==> config.mk <==
export PLATFORM = sky130hd
export DESIGN_NAME = l1d_write_buffer
export DESIGN_NICKNAME = d
export VERILOG_FILES = /design/src/rtl/l1d_write_buffer.sv
export SDC_FILE = /design/constraint.sdc
export NUM_CORES = 1
export LEC_CHECK = 0
export ABC_AREA = 1
export BUFFER_PORTS_ARGS = -buffer_cell sky130_fd_sc_hd__buf_2
export CAP_MARGIN = 5
export CORE_MARGIN = 1
export CORE_UTILIZATION = 56
export CTS_BUF_LIST = sky130_fd_sc_hd__clkbuf_8
export DETAILED_ROUTE_END_ITERATION = 6
export HOLD_SLACK_MARGIN = 0.15
export PLACE_DENSITY = 0.86
export SYNTH_ARGS = -nofsm -noshare
export SYNTH_HDL_FRONTEND = slang
export SYNTH_SLANG_ARGS = --single-unit
export TNS_END_PERCENT = 10
==> constraint.sdc <==
create_clock -name clk -period 5.82 [get_ports clk]
set_input_delay 0.291 -clock clk [delete_from_list [all_inputs] [get_ports clk]]
set_output_delay 0.291 -clock clk [all_outputs]
set_load 0.01 [all_outputs]
==> src/rtl/l1d_write_buffer.sv <==
// Posted write buffer between the L1D lower-memory port and main memory, with read forwarding.
// Optional macro WB_COALESCE_EN: writes to an already-buffered address merge into that entry.
module l1d_write_buffer #(
    parameter int unsigned DEPTH      = 4,
    parameter int unsigned ADDR_WIDTH = 32,
    parameter int unsigned DATA_WIDTH = 32
) (
    input  logic                   clk,
    input  logic                   rstn,
    input  logic                   up_request,
    input  logic                   up_write_enable,
    input  logic [ADDR_WIDTH-1:0]  up_address,
    input  logic [DATA_WIDTH-1:0]  up_write_data,
    output logic [DATA_WIDTH-1:0]  up_response_data,
    output logic                   up_ready,
    output logic                   dn_request,
    output logic                   dn_write_enable,
    output logic [ADDR_WIDTH-1:0]  dn_address,
    output logic [DATA_WIDTH-1:0]  dn_write_data,
    input  logic [DATA_WIDTH-1:0]  dn_response_data,
    input  logic                   dn_ready,
    output logic [$clog2(DEPTH):0] wb_count,
    output logic                   wb_full,
    output logic                   wb_empty
);

    localparam int unsigned PW = $clog2(DEPTH);
    localparam int unsigned CW = PW + 1;

    typedef enum logic [1:0] {StIdle, StRdMem, StDrain, StResp} state_e;

    state_e                  state_q;
    logic [DEPTH-1:0]        ent_valid_q;
    logic [ADDR_WIDTH-1:0]   ent_addr_q [DEPTH];
    logic [DATA_WIDTH-1:0]   ent_data_q [DEPTH];
    logic [PW-1:0]           head_q;
    logic [PW-1:0]           tail_q;
    logic [CW-1:0]           count_q;
    logic                    up_ready_q;
    logic [DATA_WIDTH-1:0]   up_rdata_q;
    logic                    dn_request_q;
    logic                    dn_we_q;
    logic [ADDR_WIDTH-1:0]   dn_addr_q;
    logic [DATA_WIDTH-1:0]   dn_wdata_q;

    logic                    up_new;
    logic                    serving_read;
    logic                    fwd_hit;
    logic [PW-1:0]           fwd_idx;
    logic [PW-1:0]           fwd_scan;
    logic                    wr_alloc;
    logic                    wr_merge;
    logic                    rd_hit;
    logic                    rd_miss;
    logic                    pop;

    assign up_ready         = up_ready_q;
    assign up_response_data = up_rdata_q;
    assign dn_request       = dn_request_q;
    assign dn_write_enable  = dn_we_q;
    assign dn_address       = dn_addr_q;
    assign dn_write_data    = dn_wdata_q;
    assign wb_count         = count_q;
    assign wb_full          = (count_q == CW'(DEPTH));
    assign wb_empty         = (count_q == '0);

    // Scan oldest to youngest so the last match found is the youngest entry.
    always_comb begin
        fwd_hit  = 1'b0;
        fwd_idx  = '0;
        fwd_scan = '0;
        for (int unsigned i = 0; i < DEPTH; i++) begin
            fwd_scan = head_q + PW'(i);
            if (ent_valid_q[fwd_scan] && (ent_addr_q[fwd_scan] == up_address)) begin
                fwd_hit = 1'b1;
                fwd_idx = fwd_scan;
            end
        end
    end

    assign up_new       = up_request && !up_ready_q;
    assign serving_read = (state_q == StRdMem) || (state_q == StResp);
    assign rd_hit       = up_new && !up_write_enable && !serving_read && fwd_hit;
    assign rd_miss      = up_new && !up_write_enable && !serving_read && !fwd_hit;
    assign wr_alloc     = up_new && up_write_enable && !wr_merge && !wb_full;
    assign pop          = (state_q == StDrain) && dn_ready;

`ifdef WB_COALESCE_EN
    logic          merge_hit;
    logic [PW-1:0] merge_idx;
    logic [PW-1:0] merge_scan;
    logic          head_busy;

    // The head is also off-limits in the IDLE cycle that launches its drain.
    assign head_busy = (state_q == StDrain) || ((state_q == StIdle) && !wb_empty);

    always_comb begin
        merge_hit  = 1'b0;
        merge_idx  = '0;
        merge_scan = '0;
        for (int unsigned i = 0; i < DEPTH; i++) begin
            merge_scan = head_q + PW'(i);
            if (ent_valid_q[merge_scan] && (ent_addr_q[merge_scan] == up_address) &&
                !(head_busy && (merge_scan == head_q))) begin
                merge_hit = 1'b1;
                merge_idx = merge_scan;
            end
        end
    end

    assign wr_merge = up_new && up_write_enable && merge_hit;
`else
    assign wr_merge = 1'b0;
`endif

    always_ff @(posedge clk) begin
        if (wr_alloc) begin
            ent_addr_q[tail_q] <= up_address;
            ent_data_q[tail_q] <= up_write_data;
        end
`ifdef WB_COALESCE_EN
        if (wr_merge) begin
            ent_data_q[merge_idx] <= up_write_data;
        end
`endif
    end

    always_ff @(posedge clk or negedge rstn) begin
        if (!rstn) begin
            state_q      <= StIdle;
            ent_valid_q  <= '0;
            head_q       <= '0;
            tail_q       <= '0;
            count_q      <= '0;
            up_ready_q   <= 1'b0;
            up_rdata_q   <= '0;
            dn_request_q <= 1'b0;
            dn_we_q      <= 1'b0;
            dn_addr_q    <= '0;
            dn_wdata_q   <= '0;
        end else begin
            up_ready_q <= 1'b0;

            if (wr_alloc || wr_merge || rd_hit) begin
                up_ready_q <= 1'b1;
            end
            if (rd_hit) begin
                up_rdata_q <= ent_data_q[fwd_idx];
            end
            if (wr_alloc) begin
                ent_valid_q[tail_q] <= 1'b1;
                tail_q              <= tail_q + PW'(1);
            end
            if (pop) begin
                ent_valid_q[head_q] <= 1'b0;
                head_q              <= head_q + PW'(1);
            end

            case ({wr_alloc, pop})
                2'b10:   count_q <= count_q + CW'(1);
                2'b01:   count_q <= count_q - CW'(1);
                default: count_q <= count_q;
            endcase

            unique case (state_q)
                StIdle: begin
                    if (rd_miss) begin
                        dn_request_q <= 1'b1;
                        dn_we_q      <= 1'b0;
                        dn_addr_q    <= up_address;
                        state_q      <= StRdMem;
                    end else if (!wb_empty) begin
                        dn_request_q <= 1'b1;
                        dn_we_q      <= 1'b1;
                        dn_addr_q    <= ent_addr_q[head_q];
                        dn_wdata_q   <= ent_data_q[head_q];
                        state_q      <= StDrain;
                    end
                end
                StRdMem: begin
                    if (dn_ready) begin
                        dn_request_q <= 1'b0;
                        up_rdata_q   <= dn_response_data;
                        up_ready_q   <= 1'b1;
                        state_q      <= StResp;
                    end
                end
                StResp: begin
                    state_q <= StIdle;
                end
                StDrain: begin
                    if (dn_ready) begin
                        dn_request_q <= 1'b0;
                        state_q      <= StIdle;
                    end
                end
                default: state_q <= StIdle;
            endcase
        end
    end

endmodule

==> metrics.log, run 1 <==
INFO  metric run_status = finished, violations left
INFO  metric violations = design-rule violations
INFO  metric fraction_of_post_synthesis_cell_area_in_the_top_cell_type_by_area = 37.85%
INFO  metric cts_buffers = 60
INFO  metric hold_class = input pin to flop
INFO  metric pre_cts_slack = 1453 ps
INFO  metric number_of_nets_with_antenna_violations_after_detailed_routing = 0
INFO  metric syn_inst = around 2,500
INFO  metric setup_ws = 1167 ps
INFO  metric synth_top_cells_by_area = sky130_fd_sc_hd__edfxtp_1 (38%), sky130_fd_sc_hd__nand2_1 (18%), sky130_fd_sc_hd__dfrtp_1 (14%)
INFO  metric drcViolationCount = 24
INFO  metric cp_cell_sequence = buf_12, nand2_1, nand3_1, nand2_1, nand2_1, nand2_1, inv_1, nand2_1, nor2_1, nand2_1, nor2_1, nand3_1, nand2_1, nor2_2, nand2_2, a21boi_2, nand2_2, buf_4, nand2_1, o21ai_1
INFO  metric worst_r2r_path_depth = 20
INFO  metric worst_skew_pair.late_latency = 700 ps
INFO  metric antenna_found_initial = 2
INFO  metric multi_input_comb_area = 8643 um2
INFO  metric number_of_top_level_pins = 205
INFO  metric design.final.nets = 2,912
INFO  metric maxCapViolCount = 0
INFO  metric fin_setup_tns = 0 ps
INFO  metric synth-seq-cells = 368
INFO  metric detailedPlacementHpwl = 41,220 um
INFO  metric critical_path_top_delay_cell = sky130_fd_sc_hd__buf_12
INFO  metric initialDrtViolationCount = between 3,000 and 4,000
INFO  metric post_cts_resize_count = 0
INFO  metric setup_viol = 0
INFO  metric synth_top_cells_by_count = sky130_fd_sc_hd__nand2_1 (953), sky130_fd_sc_hd__nand3_1 (514), sky130_fd_sc_hd__edfxtp_1 (256)
INFO  metric min_to = up_response_data[14]$_DFF_PN0_
INFO  metric required_time_at_the_endpoint_of_the_critical_path = ~6400 ps
INFO  metric timing.reg2reg.setup_slack = approximately 1200 ps
INFO  metric mappedNetlistArea = 20,310 um2
INFO  metric globalplace.congestion = roughly 1.1
INFO  metric final_cell_area = about 24,000 um2
INFO  metric critical_path.max_fanout = between 200 and 250
INFO  metric worst_clock_skew = 38.95 ps
INFO  metric worst-endpoint-arrival = 5250 ps
INFO  metric cts.repair_timing.setup_buffer_count = 0
INFO  metric die_height = 192.5 um
INFO  metric critical_path.startpoint_type = flop
INFO  metric first_global_vias = 19,280
INFO  metric row_count = a little under 70
INFO  metric most_frequent_cp_cell = sky130_fd_sc_hd__nand2_1
INFO  metric floorplan.die_area = around 37,000 um2
INFO  metric dpl-instance-area = 21,420 um2
INFO  metric vdd_drop_max = 0.7395 mV
INFO  metric nFillCells = 2,719
INFO  metric n_antenna_cell = 0
INFO  metric syn_avg_cell_area = 7.991 um2
INFO  metric wire_length_after_detailed_routing = between 60,000 and 70,000 um
INFO  metric worst_slew_margin_rel = about a fifth
INFO  metric chipWidth = 192.5 um
INFO  metric detail_route.first_pass.iterations = 7
INFO  metric finish.utilization = 66.43%
INFO  metric worstHoldPathCells = 4
INFO  metric worst-slew-pin-transition = approximately 1200 ps
INFO  metric yosysMostFrequentCell = sky130_fd_sc_hd__nand2_1
INFO  metric yosysSeqAreaShare = 51.64%
INFO  metric finalHoldViolations = 0
INFO  metric postSynth.topFlopCell = sky130_fd_sc_hd__edfxtp_1
INFO  metric final.period_utilization = 79.94%
INFO  metric numClockSinks = 368
INFO  metric layout_min_cycle_time = ~4700 ps
INFO  metric end_kind = flop
INFO  metric detail_route.wl_per_cell = 20.27 um
INFO  metric seqCellArea = 10,500 um2
INFO  metric cts.reportedPaths.clkPinSlew = about 70 ps
INFO  metric postSynth.asyncResetShare = 30.43%
INFO  metric synth_enable_flop_cells = around 260
INFO  metric cts-root-to-sink-buffers = 3
INFO  metric synth_cell_types = 39
INFO  metric core = 35,660 um2
INFO  metric grt_first_pass_wirelength = roughly 100,000 um
INFO  metric pin_count_of_the_biggest_net_entering_global_routing = 226
INFO  metric grt_setup_unrepaired = no
INFO  metric syn_to_final_growth = 16.61%
INFO  metric worst_path_dominant_cell_family = simple AND/OR/NAND/NOR gates
INFO  metric dpl.cell_count = around 3,100
INFO  metric fmax = 214.9 MHz
INFO  metric globalRoute.totalOverflow = 0
INFO  metric finished_layout_cells = 3,308
INFO  metric whs = 322.3 ps
INFO  metric cts_root_buf = sky130_fd_sc_hd__clkbuf_8
INFO  metric min_from = dn_response_data[14]
INFO  metric report.final.slew_viol_count = 0
INFO  metric drive_gt1_share = 11.70%
INFO  metric track_usage = a little over a third
INFO  metric syn-num-nets = between 2,000 and 3,000
INFO  metric power.leakage = 10.80 nW
INFO  metric r2r-end = dn_write_data[0]$_DFFE_PN0P_
INFO  metric synth_area_leader_cell = sky130_fd_sc_hd__edfxtp_1
INFO  metric vias_post_dr = 20,360
INFO  metric portBuffers = 204
INFO  metric max_stage_delay = a little under 700 ps
INFO  metric cts-htree-levels = 2
INFO  metric start_util = 56.97%
INFO  metric critical_path_cell_count = 20
INFO  metric power_per_cell_area = 529.9 nW/um2
INFO  metric reg2reg_from = head_q[0]$_DFFE_PN0P_
INFO  metric critical_path.n_buffers_inverters = 3
INFO  metric worst-setup-path-type = flop to flop
INFO  metric tritoncts = yes
INFO  metric number_of_vias_per_cell = just over 6
INFO  metric synth_warnings = 0
INFO  metric power.total = roughly 13 mW
## registers in the layout (all words and copies together) (netlist names)
name,flops
dn_address,32
dn_request,1
dn_write_data,32
dn_write_enable,1
ent_addr_q,128
ent_data_q,128
ent_valid_q,4
head_q,2
state_q,2
tail_q,2
up_ready,1
up_response_data,32
wb_count,3
## area by class of cell
type	instances	share of cell area, %
Sequential cell	368	44.31
Multi-Input combinational cell	1914	36.49
Timing Repair Buffer	331	9.582
Clock buffer	64	3.719
Tap cell	461	2.435
Inverter	121	1.933
Clock inverter	49	1.532
## repair_timing
action | CTS | global route
hold buffers | 102 | 0
endpoints found under the hold margin | 355 | 0
setup endpoints to repair | 0 | 0
## worst max path at each step
| stage | from | end | slack, ps |
|---|---|---|---|
| final | head_q[0]$_DFFE_PN0P_ | dn_write_data[0]$_DFFE_PN0P_ | 1170 |
| after global placement | head_q[0]$_DFFE_PN0P_ | dn_write_data[11]$_DFFE_PN0P_ | 1590 |
| after floorplan | wb_count[2]$_DFFE_PN0P_ | ent_addr_q[0][0]$_DFFE_PP_ | 1540 |
| after global routing | head_q[0]$_DFFE_PN0P_ | dn_write_data[0]$_DFFE_PN0P_ | 900 |
| after detailed placement | head_q[0]$_DFFE_PN0P_ | dn_write_data[0]$_DFFE_PN0P_ | 1450 |
| after CTS | head_q[0]$_DFFE_PN0P_ | dn_write_data[4]$_DFFE_PN0P_ | 1430 |
## power breakdown
group / leakage, nW / switching [mW] / internal, mW / total, mW
combinational: 6.42 / 4.49 / 1.96 / 6.45
sequential: 3.66 / 0.336 / 3.39 / 3.72
clock: 0.717 / 1.12 / 1.25 / 2.38
## logic make-up (layout without fill, tap and decap cells)
| logic type | after synthesis | in the layout | synth area share (%) |
|---|---|---|---|
| simple gates | 1624 | 1624 | 33.71 |
| flops | 368 | 368 | 51.64 |
| compound gates | 261 | 261 | 7.065 |
| buf+inv | 260 | 565 | 6.012 |
| fa+ha+maj | 15 | 15 | 0.9610 |
| xor+xnor | 14 | 14 | 0.6037 |
## layout by cell type (no fill, tap or decap), types with 20 or more instances in the layout
cell / n
sky130_fd_sc_hd__a21oi_1: 92
sky130_fd_sc_hd__a32o_1: 20
sky130_fd_sc_hd__buf_2: 203
sky130_fd_sc_hd__buf_4: 23
sky130_fd_sc_hd__clkbuf_8: 64
sky130_fd_sc_hd__dfrtp_1: 110
sky130_fd_sc_hd__dlygate4sd3_1: 102
sky130_fd_sc_hd__edfxtp_1: 256
sky130_fd_sc_hd__inv_1: 137
sky130_fd_sc_hd__nand2_1: 951
sky130_fd_sc_hd__nand3_1: 514
sky130_fd_sc_hd__nor2_1: 118
sky130_fd_sc_hd__o21ai_0: 99
sky130_fd_sc_hd__o21ai_1: 41
## worst reg2reg max path: cells and delay by family (launching register included)
kind / cells / cell delay [ps]
buffers and inverters: 3 / 1310
AOI/OAI and AO/OA: 2 / 300
and+or+nand+nor: 15 / 2520
DFF: 1 / 440
## routing by layer
metal	wire (um)	vias to the layer above	global-route usage, %
met5	17	-	0
met4	3278	2	17.93
met3	9176	304	9.820
met2	30270	1641	55.44
met1	24310	9314	47.67
li1	-	9101	-
Note: power is estimated with default switching activity, not from simulation.
==> run 2: changes to the inputs <==
- ABC_AREA: 1 -> 0
- PLACE_DENSITY: 0.86 -> 0.89
- clock period: 5.82 -> 3.9 ns (I/O delays scaled with it)
==> metrics.log, run 2 <==
INFO  metric worstHoldPathCells = 6 (was 4)
INFO  metric power_per_cell_area = 807.4 nW/um2 (was 529.9 nW/um2)
INFO  metric start_util = 56.80% (was 56.97%)
INFO  metric cts-htree-levels = 2 (unchanged)
INFO  metric critical_path_startpoint = head_q[0]$_DFFE_PN0P_ (unchanged)
INFO  metric antenna_found_initial = 4 (was 2)
INFO  metric worst-setup-path-type = flop to flop (unchanged)
INFO  metric critical_path.startpoint_type = flop (unchanged)
INFO  metric vias_post_dr = 19,520 (was 20,360)
INFO  metric floorplan.die_area = 40,090 um2 (was 37,040 um2)
INFO  metric drive_gt1_share = 42.42% (was 11.70%)
INFO  metric grt_first_pass_wirelength = 113,400 um (was 102,900 um)
INFO  metric cts_buffers = 61 (was 60)
INFO  metric cts.reportedPaths.clkPinSlew = 70 ps (about the same)
INFO  metric final.period_utilization = 121.8% (was 79.94%)
INFO  metric syn_to_final_growth = 31.21% (was 16.61%)
INFO  metric worst-endpoint-arrival = 5300 ps (was 5250 ps)
INFO  metric postSynth.topFlopCell = sky130_fd_sc_hd__edfxtp_1 (unchanged)
INFO  metric tritoncts = yes (unchanged)
INFO  metric core = 38,740 um2 (was 35,660 um2)
INFO  metric finalHoldViolations = 0 (unchanged)
INFO  metric fin_setup_tns = -47,230 ps (was 0 ps)
INFO  metric detailedPlacementHpwl = 46,470 um (was 41,220 um)
INFO  metric worst_slew_margin_rel = 28.15% (was 21.08%)
INFO  metric hold_class = input pin to flop (unchanged)
INFO  metric number_of_nets_with_antenna_violations_after_detailed_routing = 0 (unchanged)
INFO  metric synth_cell_types = 89 (was 39)
INFO  metric reg_top3 = ent_addr_q x128, ent_data_q x128 (unchanged)
INFO  metric most_common_cell_after_layout_fill_and_taps_aside = sky130_fd_sc_hd__edfxtp_1 (was sky130_fd_sc_hd__nand2_1)
INFO  metric track_usage = 37.12% (was 36.29%)
INFO  metric yosysSeqAreaShare = 47.68% (was 51.64%)
INFO  metric first_global_vias = 19,010 (was 19,280)
INFO  metric dpl-instance-area = 25,330 um2 (was 21,420 um2)
INFO  metric dpl.cell_count = 2,479 (was 3,093)
INFO  metric worst-slew-pin-transition = 1078 ps (was 1184 ps)
INFO  metric report.final.slew_viol_count = 0 (unchanged)
INFO  metric postSynth.asyncResetShare = 30.43% (unchanged)
INFO  metric synth_area_leader_cell = sky130_fd_sc_hd__edfxtp_1 (unchanged)
INFO  metric fmax = 210.5 MHz (was 214.9 MHz)
INFO  metric synth_top_cells_by_count = sky130_fd_sc_hd__edfxtp_1 (256), sky130_fd_sc_hd__mux4_2 (119), sky130_fd_sc_hd__dfrtp_1 (112) (was sky130_fd_sc_hd__nand2_1 (953), sky130_fd_sc_hd__nand3_1 (514), sky130_fd_sc_hd__edfxtp_1 (256))
INFO  metric chipWidth = 200.2 um (was 192.5 um)
INFO  metric finish.utilization = 74.53% (was 66.43%)
INFO  metric number_of_vias_per_cell = 7.149 (was 6.155)
INFO  metric final_cell_area = 28,870 um2 (was 23,690 um2)
INFO  metric synth-seq-cells = 368 (unchanged)
INFO  metric required_time_at_the_endpoint_of_the_critical_path = 4450 ps (was 6410 ps)
INFO  metric power.leakage = 10.91 nW (was 10.80 nW)
INFO  metric worst_clock_skew = 88.89 ps (was 38.95 ps)
INFO  metric critical_path.max_fanout = 9 (was 225)
INFO  metric vdd_drop_max = 0.5576 mV (was 0.7395 mV)
INFO  metric layout_common_cells = sky130_fd_sc_hd__edfxtp_1 (256), sky130_fd_sc_hd__buf_4 (211), sky130_fd_sc_hd__buf_2 (203), sky130_fd_sc_hd__mux4_2 (119), sky130_fd_sc_hd__dfrtp_1 (110) (was sky130_fd_sc_hd__nand2_1 (951), sky130_fd_sc_hd__nand3_1 (514), sky130_fd_sc_hd__edfxtp_1 (256), sky130_fd_sc_hd__buf_2 (203), sky130_fd_sc_hd__inv_1 (137))
INFO  metric synth_enable_flop_cells = 256 (unchanged)
INFO  metric synth_warnings = 0 (unchanged)
INFO  metric min_from = up_request (was dn_response_data[14])
INFO  metric cts-root-to-sink-buffers = 3 (unchanged)
INFO  metric grt_setup_unrepaired = yes (was no)
INFO  metric syn_inst = 1,666 (was 2,542)
INFO  metric yosysMostFrequentCell = sky130_fd_sc_hd__edfxtp_1 (was sky130_fd_sc_hd__nand2_1)
INFO  metric globalRoute.totalOverflow = 0 (unchanged)
INFO  metric setup_viol = 101 (was 0)
INFO  metric row_count = 72 (was 69)
INFO  metric numClockSinks = 368 (unchanged)
INFO  metric number_of_top_level_pins = 205 (unchanged)
INFO  metric syn-num-nets = 1,782 (was 2,658)
INFO  metric mappedNetlistArea = 22,000 um2 (was 20,310 um2)
INFO  metric finished_layout_cells = 2,731 (was 3,308)
INFO  metric end_kind = flop (unchanged)
INFO  metric reg2reg_from = head_q[0]$_DFFE_PN0P_ (unchanged)
INFO  metric layout_min_cycle_time = 4750 ps (was 4653 ps)
INFO  metric worst_skew_pair.late_latency = 740 ps (was 700 ps)
INFO  metric cts_root_buf = sky130_fd_sc_hd__clkbuf_8 (unchanged)
INFO  metric violations = design-rule violations, negative setup slack (was design-rule violations)
INFO  metric die_height = 200.2 um (was 192.5 um)
INFO  metric fraction_of_post_synthesis_cell_area_in_the_top_cell_type_by_area = 34.94% (was 37.85%)
INFO  metric wire_length_after_detailed_routing = 83,740 um (was 67,050 um)
INFO  metric portBuffers = 204 (unchanged)
INFO  metric drcViolationCount = 12 (was 24)
INFO  metric pin_count_of_the_biggest_net_entering_global_routing = 77 (was 226)
INFO  metric maxCapViolCount = 0 (unchanged)
INFO  metric syn_avg_cell_area = 13.21 um2 (was 7.991 um2)
INFO  metric pre_cts_slack = -504.2 ps (was 1453 ps)
INFO  metric synth_top_cells_by_area = sky130_fd_sc_hd__edfxtp_1 (35%), sky130_fd_sc_hd__dfrtp_1 (13%), sky130_fd_sc_hd__mux4_2 (12%) (was sky130_fd_sc_hd__edfxtp_1 (38%), sky130_fd_sc_hd__nand2_1 (18%), sky130_fd_sc_hd__dfrtp_1 (14%))
INFO  metric setup_ws = -850.0 ps (was 1167 ps)
INFO  metric run_status = finished, violations left (unchanged)
INFO  metric design.final.nets = 2,272 (was 2,912)
INFO  metric worst_r2r_path_depth = 16 (was 20)
INFO  metric initialDrtViolationCount = 2,866 (was 3,079)
INFO  metric detail_route.first_pass.iterations = 7 (unchanged)
INFO  metric globalplace.congestion = 1.020 (was 1.080)
INFO  metric detail_route.wl_per_cell = 30.66 um (was 20.27 um)
run 2: changes by cell type in the layout (fill, tap and decap cells not counted), sizes merged, moves of 104 or more:
| cell | delta |
|---|---|
| buf | +241 |
| mux4 | +119 |
| nand2 | -854 |
| nand3 | -473 |
| nor2 | -104 |
| o21ai | -126 |
run 2: area by class of cell:
class                           instances  area (um2)
Clock buffer                           68       935.9
Multi-Input combinational cell       1124       11500
Timing Repair Buffer                  578        4825
Antenna cell                            4       10.01
Tap cell                              518       648.1
Sequential cell                       368       10500
Clock inverter                         48       357.8
Fill cell                            2212        9867
Inverter                               23       93.84
run 2: final timing paths:
check                                                end  slack (ps)
max in group asynchronous     dn_address[12]$_DFFE_PN0P_        2490
min in group asynchronous      dn_address[3]$_DFFE_PN0P_         560
min                                   up_ready$_DFF_PN0_         210
max reg2reg                up_response_data[9]$_DFF_PN0_        -850
min reg2reg                   dn_address[24]$_DFFE_PN0P_         500
max                        up_response_data[9]$_DFF_PN0_        -850
run 2: cell families after synthesis:
logic type / synth area share [%]
AO/OA/AOI/OAI: 10.83
buffers and inverters: 3.929
XOR/XNOR: 5.482
flip-flops: 47.68
adder cells (fa/ha/maj): 0.8871
AND/OR/NAND/NOR: 9.519
multiplexers: 21.68
run 2: metrics by stage:
stage	hold WS [ps]	total power [mW]
floorplan	-100.6	13.19
global placement	274.5	17.23
detailed placement	282.2	17.58
CTS	173.9	21.84
global route	220.6	23.97
finish	212.0	23.31
run 2: where the power goes:
part,leakage (nW),internal [mW],switching (mW)
combinational,6.55,6.81,6.99
clock,0.740,1.94,1.79
sequential,3.62,5.11,0.665
total,10.9,13.9,9.45
run 2: repair_timing:
action,CTS,global route
hold buffers,101,0
hold endpoints to repair,373,0
pin swaps,15,36
setup buffers,9,15
setup endpoints to repair,100,101
gates resized for setup,47,97
cloned,3,8
run 2: worst max-delay path, cell delays in order (launching register included):
cell,delay (ps)
sky130_fd_sc_hd__dfrtp_4,450
sky130_fd_sc_hd__inv_8,40
sky130_fd_sc_hd__ha_4,340
sky130_fd_sc_hd__buf_12,160
sky130_fd_sc_hd__buf_6,110
sky130_fd_sc_hd__mux4_2,510
sky130_fd_sc_hd__xnor2_2,230
sky130_fd_sc_hd__nand4_1,110
sky130_fd_sc_hd__or4_4,540
sky130_fd_sc_hd__or2_4,300
sky130_fd_sc_hd__or4_4,550
sky130_fd_sc_hd__o2111ai_4,150
sky130_fd_sc_hd__a21boi_4,130
sky130_fd_sc_hd__buf_6,150
sky130_fd_sc_hd__buf_16,140
sky130_fd_sc_hd__o2111a_1,240
sky130_fd_sc_hd__a211oi_2,470
run 2: layer usage:
layer  global-route usage (%)  wire (um)  share of wire (%)
met4                    21.62       7035                8.4
met1                    44.84      27620                 33
met3                    8.770      10480                 13
met2                    60.99      38570                 46
met5                        0         27              0.032
